===== config.mk =====
export PLATFORM = sky130hd
export DESIGN_NAME = reg_access_arb
export DESIGN_NICKNAME = d
export VERILOG_FILES = /design/src/rtl/reg_arb_pkg.sv /design/src/rtl/shared_reg.sv /design/src/rtl/reg_access_arb.sv
export SDC_FILE = /design/constraint.sdc
export NUM_CORES = 1
export LEC_CHECK = 0
export ABC_AREA = 1
export CORE_UTILIZATION = 48
export CTS_CLUSTER_SIZE = 25
export DETAILED_ROUTE_END_ITERATION = 6
export GPL_ROUTABILITY_DRIVEN = 0
export GPL_TIMING_DRIVEN = 1
export PLACE_DENSITY = 0.88
export SLEW_MARGIN = 20
export SYNTH_ARGS = -nofsm -noshare
export SYNTH_HDL_FRONTEND = slang
export SYNTH_SLANG_ARGS = --single-unit

===== constraint.sdc =====
create_clock -name clk_i -period 3.5 [get_ports clk_i]
set_input_delay 0.7 -clock clk_i [delete_from_list [all_inputs] [get_ports clk_i]]
set_output_delay 0.7 -clock clk_i [all_outputs]
set_load 0.01 [all_outputs]

===== src/rtl/reg_arb_pkg.sv =====
// Shared definitions for the round-robin register access arbiter:
// operation codes, FSM state encoding and owner index sizing.
package reg_arb_pkg;

    localparam logic [1:0] OP_LOAD = 2'b00;
    localparam logic [1:0] OP_SET  = 2'b01;
    localparam logic [1:0] OP_CLR  = 2'b10;
    localparam logic [1:0] OP_HOLD = 2'b11;

    typedef enum logic {
        ST_ARB    = 1'b0,
        ST_LOCKED = 1'b1
    } arb_state_t;

    // An owner index needs at least one bit even for two requesters.
    function automatic int owner_width(input int n_req);
        return (n_req > 2) ? $clog2(n_req) : 1;
    endfunction

endpackage


===== src/rtl/shared_reg.sv =====
// Shared D flip-flop register with one-hot set, clear and load strobes;
// holds its value when no strobe is active.
module shared_reg #(
    parameter int WIDTH = 8
) (
    input  logic             clk_i,
    input  logic             rst_i,
    input  logic             set_i,
    input  logic             clr_i,
    input  logic             load_i,
    input  logic [WIDTH-1:0] d_i,
    output logic [WIDTH-1:0] q_o
);

    logic [WIDTH-1:0] q_reg;

    always_ff @(posedge clk_i) begin
        if (rst_i) begin
            q_reg <= '0;
        end else if (set_i) begin
            q_reg <= '1;
        end else if (clr_i) begin
            q_reg <= '0;
        end else if (load_i) begin
            q_reg <= d_i;
        end
    end

    assign q_o = q_reg;

endmodule


===== src/rtl/reg_access_arb.sv =====
// Round-robin arbiter granting one requester per clock to operate on a shared
// register, with optional bounded locked bursts for the current owner.
module reg_access_arb
    import reg_arb_pkg::*;
#(
    parameter int N_REQ    = 4,
    parameter int WIDTH    = 8,
    parameter int MAX_LOCK = 16
) (
    input  logic                                 clk_i,
    input  logic                                 rst_i,
    input  logic [N_REQ-1:0]                     req_i,
    input  logic [N_REQ-1:0]                     lock_i,
    input  logic [2*N_REQ-1:0]                   op_i,
    input  logic [WIDTH*N_REQ-1:0]               d_i,
    output logic [N_REQ-1:0]                     gnt_o,
    output logic [WIDTH-1:0]                     Q,
    output logic [owner_width(N_REQ)-1:0]        owner_o,
    output logic                                 locked_o
);

    localparam int OW = owner_width(N_REQ);
    localparam int CW = $clog2(MAX_LOCK + 1);

    logic [1:0]       op_arr [N_REQ];
    logic [WIDTH-1:0] d_arr  [N_REQ];

    genvar gi;
    generate
        for (gi = 0; gi < N_REQ; gi++) begin : g_unpack
            assign op_arr[gi] = op_i[2*gi +: 2];
            assign d_arr[gi]  = d_i[WIDTH*gi +: WIDTH];
        end
    endgenerate

    arb_state_t       state_reg;
    logic [N_REQ-1:0] gnt_reg;
    logic [OW-1:0]    owner_reg;
    logic [OW-1:0]    ptr_reg;
    logic [CW-1:0]    cnt_reg;

    logic          found;
    logic [OW-1:0] win_idx;
    logic [OW-1:0] scan_idx;
    int            scan_int;

    // Rotating scan starting at ptr; the first requester found wins.
    always_comb begin
        found    = 1'b0;
        win_idx  = '0;
        scan_int = 0;
        scan_idx = '0;
        for (int i = 0; i < N_REQ; i++) begin
            scan_int = int'(ptr_reg) + i;
            if (scan_int >= N_REQ) begin
                scan_int = scan_int - N_REQ;
            end
            scan_idx = OW'(scan_int);
            if (!found && req_i[scan_idx]) begin
                found   = 1'b1;
                win_idx = scan_idx;
            end
        end
    end

    logic          grant_valid;
    logic [OW-1:0] grant_idx;
    logic [1:0]    grant_op;

    always_comb begin
        if (state_reg == ST_LOCKED) begin
            grant_valid = req_i[owner_reg];
            grant_idx   = owner_reg;
        end else begin
            grant_valid = found;
            grant_idx   = win_idx;
        end
        grant_op = op_arr[grant_idx];
    end

    logic load_stb;
    logic set_stb;
    logic clr_stb;

    assign load_stb = grant_valid && (grant_op == OP_LOAD);
    assign set_stb  = grant_valid && (grant_op == OP_SET);
    assign clr_stb  = grant_valid && (grant_op == OP_CLR);

    shared_reg #(
        .WIDTH(WIDTH)
    ) u_shared_reg (
        .clk_i (clk_i),
        .rst_i (rst_i),
        .set_i (set_stb),
        .clr_i (clr_stb),
        .load_i(load_stb),
        .d_i   (d_arr[grant_idx]),
        .q_o   (Q)
    );

    logic [N_REQ-1:0] grant_onehot;
    assign grant_onehot = {{(N_REQ-1){1'b0}}, 1'b1} << grant_idx;

    always_ff @(posedge clk_i) begin
        if (rst_i) begin
            state_reg <= ST_ARB;
            gnt_reg   <= '0;
            owner_reg <= '0;
            ptr_reg   <= '0;
            cnt_reg   <= '0;
        end else begin
            case (state_reg)
                ST_ARB: begin
                    if (found) begin
                        gnt_reg   <= grant_onehot;
                        owner_reg <= win_idx;
                        ptr_reg   <= (win_idx == OW'(N_REQ - 1)) ? '0 : win_idx + 1'b1;
                        cnt_reg   <= CW'(1);
                        state_reg <= (lock_i[win_idx] && (MAX_LOCK > 1)) ? ST_LOCKED : ST_ARB;
                    end else begin
                        gnt_reg <= '0;
                    end
                end
                ST_LOCKED: begin
                    // ptr stays put so arbitration resumes just past the owner.
                    if (req_i[owner_reg]) begin
                        gnt_reg   <= grant_onehot;
                        cnt_reg   <= cnt_reg + 1'b1;
                        state_reg <= (lock_i[owner_reg] && ((int'(cnt_reg) + 1) < MAX_LOCK))
                                     ? ST_LOCKED : ST_ARB;
                    end else begin
                        gnt_reg   <= '0;
                        state_reg <= ST_ARB;
                    end
                end
                default: begin
                    state_reg <= ST_ARB;
                    gnt_reg   <= '0;
                end
            endcase
        end
    end

    assign gnt_o    = gnt_reg;
    assign owner_o  = owner_reg;
    assign locked_o = (state_reg == ST_LOCKED);

endmodule

-- Yosys cells after proc, flatten, opt, wreduce, memory -nomap -nowiden
Index checks and enable logic that the tools add are counted.
- register bits: 22
- bits of input ports: 50
- output and inout bits: 15
- logic and storage cells: 99
- add/subtract/negate cells: 10
- order comparisons: 12
- equal/unequal tests: 5
- shifts and indexed selects: 1
- muxes and demuxes: 49
- bitwise gates (word level): 2
- reduce and logical (&&, ||, !) cells: 14
- operators by type and width (cell ; count):
    8-bit two-way mux ; 5
    2-bit two-way mux ; 12
    2-bit by 3-bit less-than comparator with 1-bit output, second input constant ; 6
    8-bit binary-select mux with 2-bit select ; 1
    1-bit two-way mux ; 16
    1-bit binary-select mux with 2-bit select ; 7
    3-bit greater-or-equal comparator, second input constant ; 4
    5-bit two-way mux ; 2
    5-bit case mux with 2 select lines ; 1
    4-bit two-way mux ; 2
    4-bit case mux with 2 select lines ; 1
    2-bit by 1-bit subtractor with 2-bit output, second input constant ; 4
    1-bit logical AND ; 7
    2-bit by 2-bit adder with 3-bit output, second input constant ; 2
    5-bit by 1-bit adder with 6-bit output, second input constant ; 1
    6-bit by 5-bit less-than comparator with 1-bit output, second input constant ; 1
    5-bit by 1-bit adder with 5-bit output, second input constant ; 1
    2-bit binary-select mux with 2-bit select ; 1
    2-bit == test, second input constant ; 2
    2-bit AND reduction ; 2
    1-bit by 2-bit left shift with 4-bit output, first input constant ; 1
    2-bit by 1-bit adder with 3-bit output, second input constant ; 1
    2-bit by 3-bit greater-or-equal comparator with 1-bit output, second input constant ; 1
    1-bit logical NOT ; 3
    9 further kinds ; 9

-- Logic depth before layout (Yosys ltp)
- depth in word-level cells: 24
- depth in mapped cells: 20
- depth with buffers taken out: 19

-- Hierarchy
Synthesis repeated with hierarchy kept, for this count alone.
- cells, all modules: 289
- area total of the unflattened synthesis: 1776.7 um^2
- by module, submodules not included (module ; times used ; cells an instance ; area an instance (um^2) ; seq. area each (um^2)):
    reg_access_arb ; 1 ; 232 ; 1412.6 ; 280.3
    shared_reg ; 1 ; 57 ; 364.1 ; 160.2

-- Least setup slack after synthesis
No wires, ideal clock.
- path kind: in2reg
- start: input port req_i[2]
- end: register u_shared_reg.q_reg[1] (netlist: u_shared_reg.q_o[1])
- library setup time: 0.069 ns
- arrival: 2.108 ns
- setup slack: 1.323 ns
- stages: 18
- path buffers: 1
- path through: inv_1 -> nand2_1 -> nand3_2 -> nand2_4 -> nor2_4 -> nand3_2 -> nand2_2 -> nand3_4 -> nand2_4 -> buf_6 -> nand2_2 -> nand2_1 -> nand2_1 -> nand2_2 -> nand2_2 -> nand2_4 -> nand2_1 -> a21oi_2
- word-level cells in the longest chain between the ends: 21
- elaborated cells between the ends (all ways): 43
- those cells by class: eq/ne: 2; mux: 29; bitwise: 1; reduce/logical: 11
- RTL lines (what ; line ; source):
    start: declaration ; reg_access_arb.sv:12 ; input logic [N_REQ-1:0] req_i,
    1-bit binary-select mux with 2-bit select ; reg_access_arb.sv:59 ; if (!found && req_i[scan_idx]) begin
    1-bit two-way mux (implied by the code) ; reg_access_arb.sv:59 ;
    1-bit two-way mux ; reg_access_arb.sv:59 ;
    1-bit logical NOT ; reg_access_arb.sv:59 ;
    1-bit logical AND ; reg_access_arb.sv:59 ;
    1-bit two-way mux ; reg_access_arb.sv:59 ;
    1-bit logical NOT ; reg_access_arb.sv:59 ;
    1-bit logical AND ; reg_access_arb.sv:59 ;
    [... 4 more ...] ; -- ;
    2-bit two-way mux ; reg_access_arb.sv:71 ; if (state_reg == ST_LOCKED) begin
    2-bit NOT with 3-bit output (implied by the code) ; reg_access_arb.sv:78, reg_access_arb.sv:97 ;
    2-bit binary-select mux with 2-bit select ; reg_access_arb.sv:78 ; grant_op = op_arr[grant_idx];
    2-bit two-way mux (implied by the code) (2 in a row) ; reg_access_arb.sv:78 ;
    2-bit == test ; reg_access_arb.sv:87 ; assign clr_stb = grant_valid && (grant_op == OP_CLR);
    1-bit logical AND ; reg_access_arb.sv:87 ;
    8-bit two-way mux ; shared_reg.sv:22 ; end else if (clr_i) begin
    8-bit two-way mux ; shared_reg.sv:20 ; end else if (set_i) begin
    end signal: assignment ; shared_reg.sv:25 ; q_reg <= d_i;
    end: declaration ; shared_reg.sv:15 ; logic [WIDTH-1:0] q_reg;
Several ways; a longest one is shown, not always the timed one. The select of a mux whose other input is x is not followed.
A chain may end at the register's enable or synchronous reset.

-- Worst setup path after layout
- start: input port req_i[3]
- end: register u_shared_reg.q_reg[7] (netlist: u_shared_reg.q_o[7])
The elaborated chain is that of the path after synthesis.

==> results.txt <==
The flow ran to the end, and the final reports show no timing, DRC or antenna violations. The tools report the arrival time of the worst setup path as 3.13 ns. The finished cells cover 0.002459 sq mm. For flop-to-flop paths, the worst setup slack is 0.74 ns.

The run gives 172 microns as the total length of routed met3 wires. The floorplan step defined a core boundary enclosing 0.003416 sq mm. The run gives 0 as the number of synthesis warnings. The relative contribution of combinational cells to total power is 73.9%, and the global-route total usage across every layer is 23.51%.

Hold timing on the final database bottoms out at a slack of 0.4721 ns. The via count of the first global-routing pass is 1,946. The clock network burns 8.7% of the power. For the pin with the worst max-slew slack, the measured transition is 0.7097 ns.

nand2_1 takes more of the synthesized area than any other cell. In the synthesized netlist the dominant register cell turns out to be dfxtp_1. The pre-antenna-repair detailed-routing pass consisted of 4 iterations.

The first global-routing pass estimated 7576 microns of wire. Max-cap violations in this run came to 0. After detailed routing, the number of remaining DRC violations is 0.

Dividing total power by cell area gives a power density of 929.6 mW/mm^2. After layout, the minimum clock period comes to 2.891 ns. For this design the static power due to leakage is 1.193 nW. Dividing the detail-routed wire length by the instance count gives 10.89 microns. Setup repair after global routing left no endpoint under its margin. TritonCTS built the clock tree. The number of cells on the worst hold path came out at 2. The floorplan step defined a die boundary enclosing 0.003895 sq mm. After synthesis, flip-flops and latches occupy 25.14% of the total area. For this configuration, the core starts out at a cell density of 51.28%. The final-stage net count is 421, and the number of vias per cell is 4.925. The routed design uses 2319 microns of met2 wire. The maximum buffer depth of the clock tree is 2, and the sum of net half-perimeters after detailed placement is 3612 microns. End point of the most critical hold path: cnt_reg[4]. The logs give 0 for the number of hold-repair buffers added at the cts stage and 22 for the number of sinks handled by clock tree synthesis. The number of DRC markers after the initial detailed-route iteration was 85; the achievable frequency was 0.3459 GHz. The share of total power dissipated in sequential elements is 17.4%. The number of vias in the routed layout was 2,039; the area growth from synthesis to layout was 40.36%.

The net switching component of the power came out at 1.227 mW. The hold violation count in the final report is 0, and the fraction of layout instances using a drive strength above 1 is 10.87%. The area share of the largest cell type after synthesis came out at 35.36%. The cell internal power dissipation is 1.059 mW, and the TritonCTS buffer count is 3. Classification of the worst-slack hold path: reg -> reg. The count of buffers from port buffering was 64; the clock-pin transition on the worst setup and hold timing paths was 0.13 ns. Data on the critical path is required at its endpoint by 3.74 ns. Pin placement for this block handled 65 I/O pins. Setup violations remaining at the end of the flow were counted as 0. After detailed routing, the total wire length is 4510 microns. The setup path with the least slack is of type in -> reg.

The number of max-slew violations in the final report is 0. The launch instance of the worst min-delay path was cnt_reg[4]. The number of nets in the synthesized netlist is 358. Instance count of the mapped netlist: 306.

The endpoint identified for the worst register-to-register timing path is u_shared_reg.q_o[7]. Net switching is 53.67% of the power. The flip-flop count of the largest register after layout came out at 8. The number of antenna diodes in the final layout is 0.

The biggest fanout along the worst timing path is 23, and the remaining number of nets flagged by the antenna check after routing is 0. In this run the post-CTS setup repair buffer count came out at 0. The vertical extent of the die was 62.41 microns; the largest net degree at the start of global routing was 24. A synthesized cell averages 5.724 sq um.

At the later pin of the worst-skew pair, clock insertion delay measures 0.31 ns. The synthesized design contains 22 register bits. The startpoint identified for the worst register-to-register timing path is ptr_reg[0]. VDD sags by at most 0.0005780 V.

The worst relative slew slack is 52.54%, and the fraction of the cycle the final worst path needs is 82.59%. For the area after detailed placement, the log shows 0.002406 sq mm. The tree is rooted in a clkbuf_4.

The number of cells on the worst reg-to-reg path is 18, and the quantity of gates resized following cts is 0. Top metal layer carrying routed signals: met4. The number of synthesized flops with an enable pin is 0. Synthesis instantiated 29 different standard cells from the library. The total overflow left after global routing is 0. The overall die width is 62.41 microns, and the CTS H-tree depth is 1.

The share of synthesized flip-flops with an asynchronous set or reset is 0%. The routed metal-1 wire length is 1925 microns. The kind of start point of the critical path is an input pin. STA classifies the critical path endpoint as a register. After synthesis the cells add up to 0.001752 sq mm. For the core utilization of the finished layout, the log shows 71.98%. After synthesis, the cell types taking the most area are nand2_1 35%, dfxtp_1 25%, a21oi_1 5.1%, inv_1 4.9%, nand2_2 3.6%.

The initial antenna violation count is 0. For the standard-cell row count, the log shows 21. Clock skew on the completed layout was measured at 0.002362 ns. The run gives 0 ns as the setup TNS.
==> per-layer routing <==
metal | vias up | GRT usage (%)
li1 | 1067 | -
met1 | 908 | 26.19
met2 | 54 | 44.29
met3 | 10 | 3.650
met4 | 0 | 8.721
met5 | - | 0
==> Yosys cell counts (3+ instances only) <==
master and n:
o21ai_0 6, inv_2 11, nor2_1 6, nand3_2 3, inv_1 23, nand2_1 165, buf_6 3, dfxtp_1 22
nand2_4 3, a21oi_1 18, a21oi_2 4, nand3_1 7, nor3_1 4, nand2_2 10
==> cell usage in the layout (no fill, tap or decap), types with 2 or more instances in the layout <==
cell type	instances
nor2_1	6
ha_1	2
clkdlybuf4s50_1	64
clkbuf_4	3
a21oi_2	4
nor2_4	2
nor3_1	4
nand3_2	3
o21ai_0	6
nand3b_1	2
nand2_4	3
dfxtp_1	22
nand2_1	165
a21oi_1	18
nand2_2	10
nand3_1	7
inv_2	11
buf_4	2
nand4_1	2
inv_1	23
xor2_1	2
==> worst max-delay path: stages <==
cell	delay [ns]
clkdlybuf4s50_1	0.50
inv_1	0.07
nand2_1	0.07
nand2_1	0.08
nand2_1	0.07
nand2_1	0.07
a21oi_1	0.15
nand2_1	0.13
nand3_4	0.15
nand2_4	0.16
inv_2	0.28
nand2_1	0.10
nand2_1	0.07
nand2_1	0.07
nand2_2	0.08
nand2_2	0.07
nand2_4	0.10
nand2_1	0.07
a21oi_2	0.12
==> power by group through the flow <==
stage | logic (mW) | clock network, mW | registers, mW
detailed placement | 1.68 | 0 | 0.403
floorplan | 1.31 | 0 | 0.404
finish | 1.69 | 0.199 | 0.398
CTS | 1.69 | 0.201 | 0.398
global placement | 1.64 | 0 | 0.403
global route | 1.90 | 0.214 | 0.409
==> per-stage QoR <==
step	total power, mW	cells	worst slack, ns
CTS	2.290	414	0.6154
global route	2.524	414	0.4234
finish	2.286	414	0.6093
detailed placement	2.081	410	0.3206
floorplan	1.714	306	1.323
global placement	2.040	410	0.4314
==> area by class of cell <==
cell class              count  area [sq um]
multi-input cells         242          1125
fillers                   302         957.2
repair buffers             66         655.6
flip-flops and latches     22         440.4
inverters                  34         127.6
well taps                  46         57.56
clock inverters             1         30.03
clock buffers               3         22.52
==> cell families after synthesis <==
family,synth area share (%)
fa+ha+maj,1.428
buf+inv,10.64
xor+xnor,1.000
simple gates,50.86
flops,25.14
compound gates,10.93
==> worst max-delay path by stage <==
stage	endpoint	from	cells past startpoint
2_1_floorplan	u_shared_reg.q_o[1]	req_i[2]	18
3_3_place_gp	u_shared_reg.q_o[1]	req_i[3]	19
4_1_cts	u_shared_reg.q_o[5]	req_i[3]	19
3_5_place_dp	u_shared_reg.q_o[0]	req_i[3]	19
5_1_grt	u_shared_reg.q_o[5]	req_i[2]	19
6_report	u_shared_reg.q_o[7]	req_i[3]	19
Note: power is estimated with default switching activity, not from simulation.
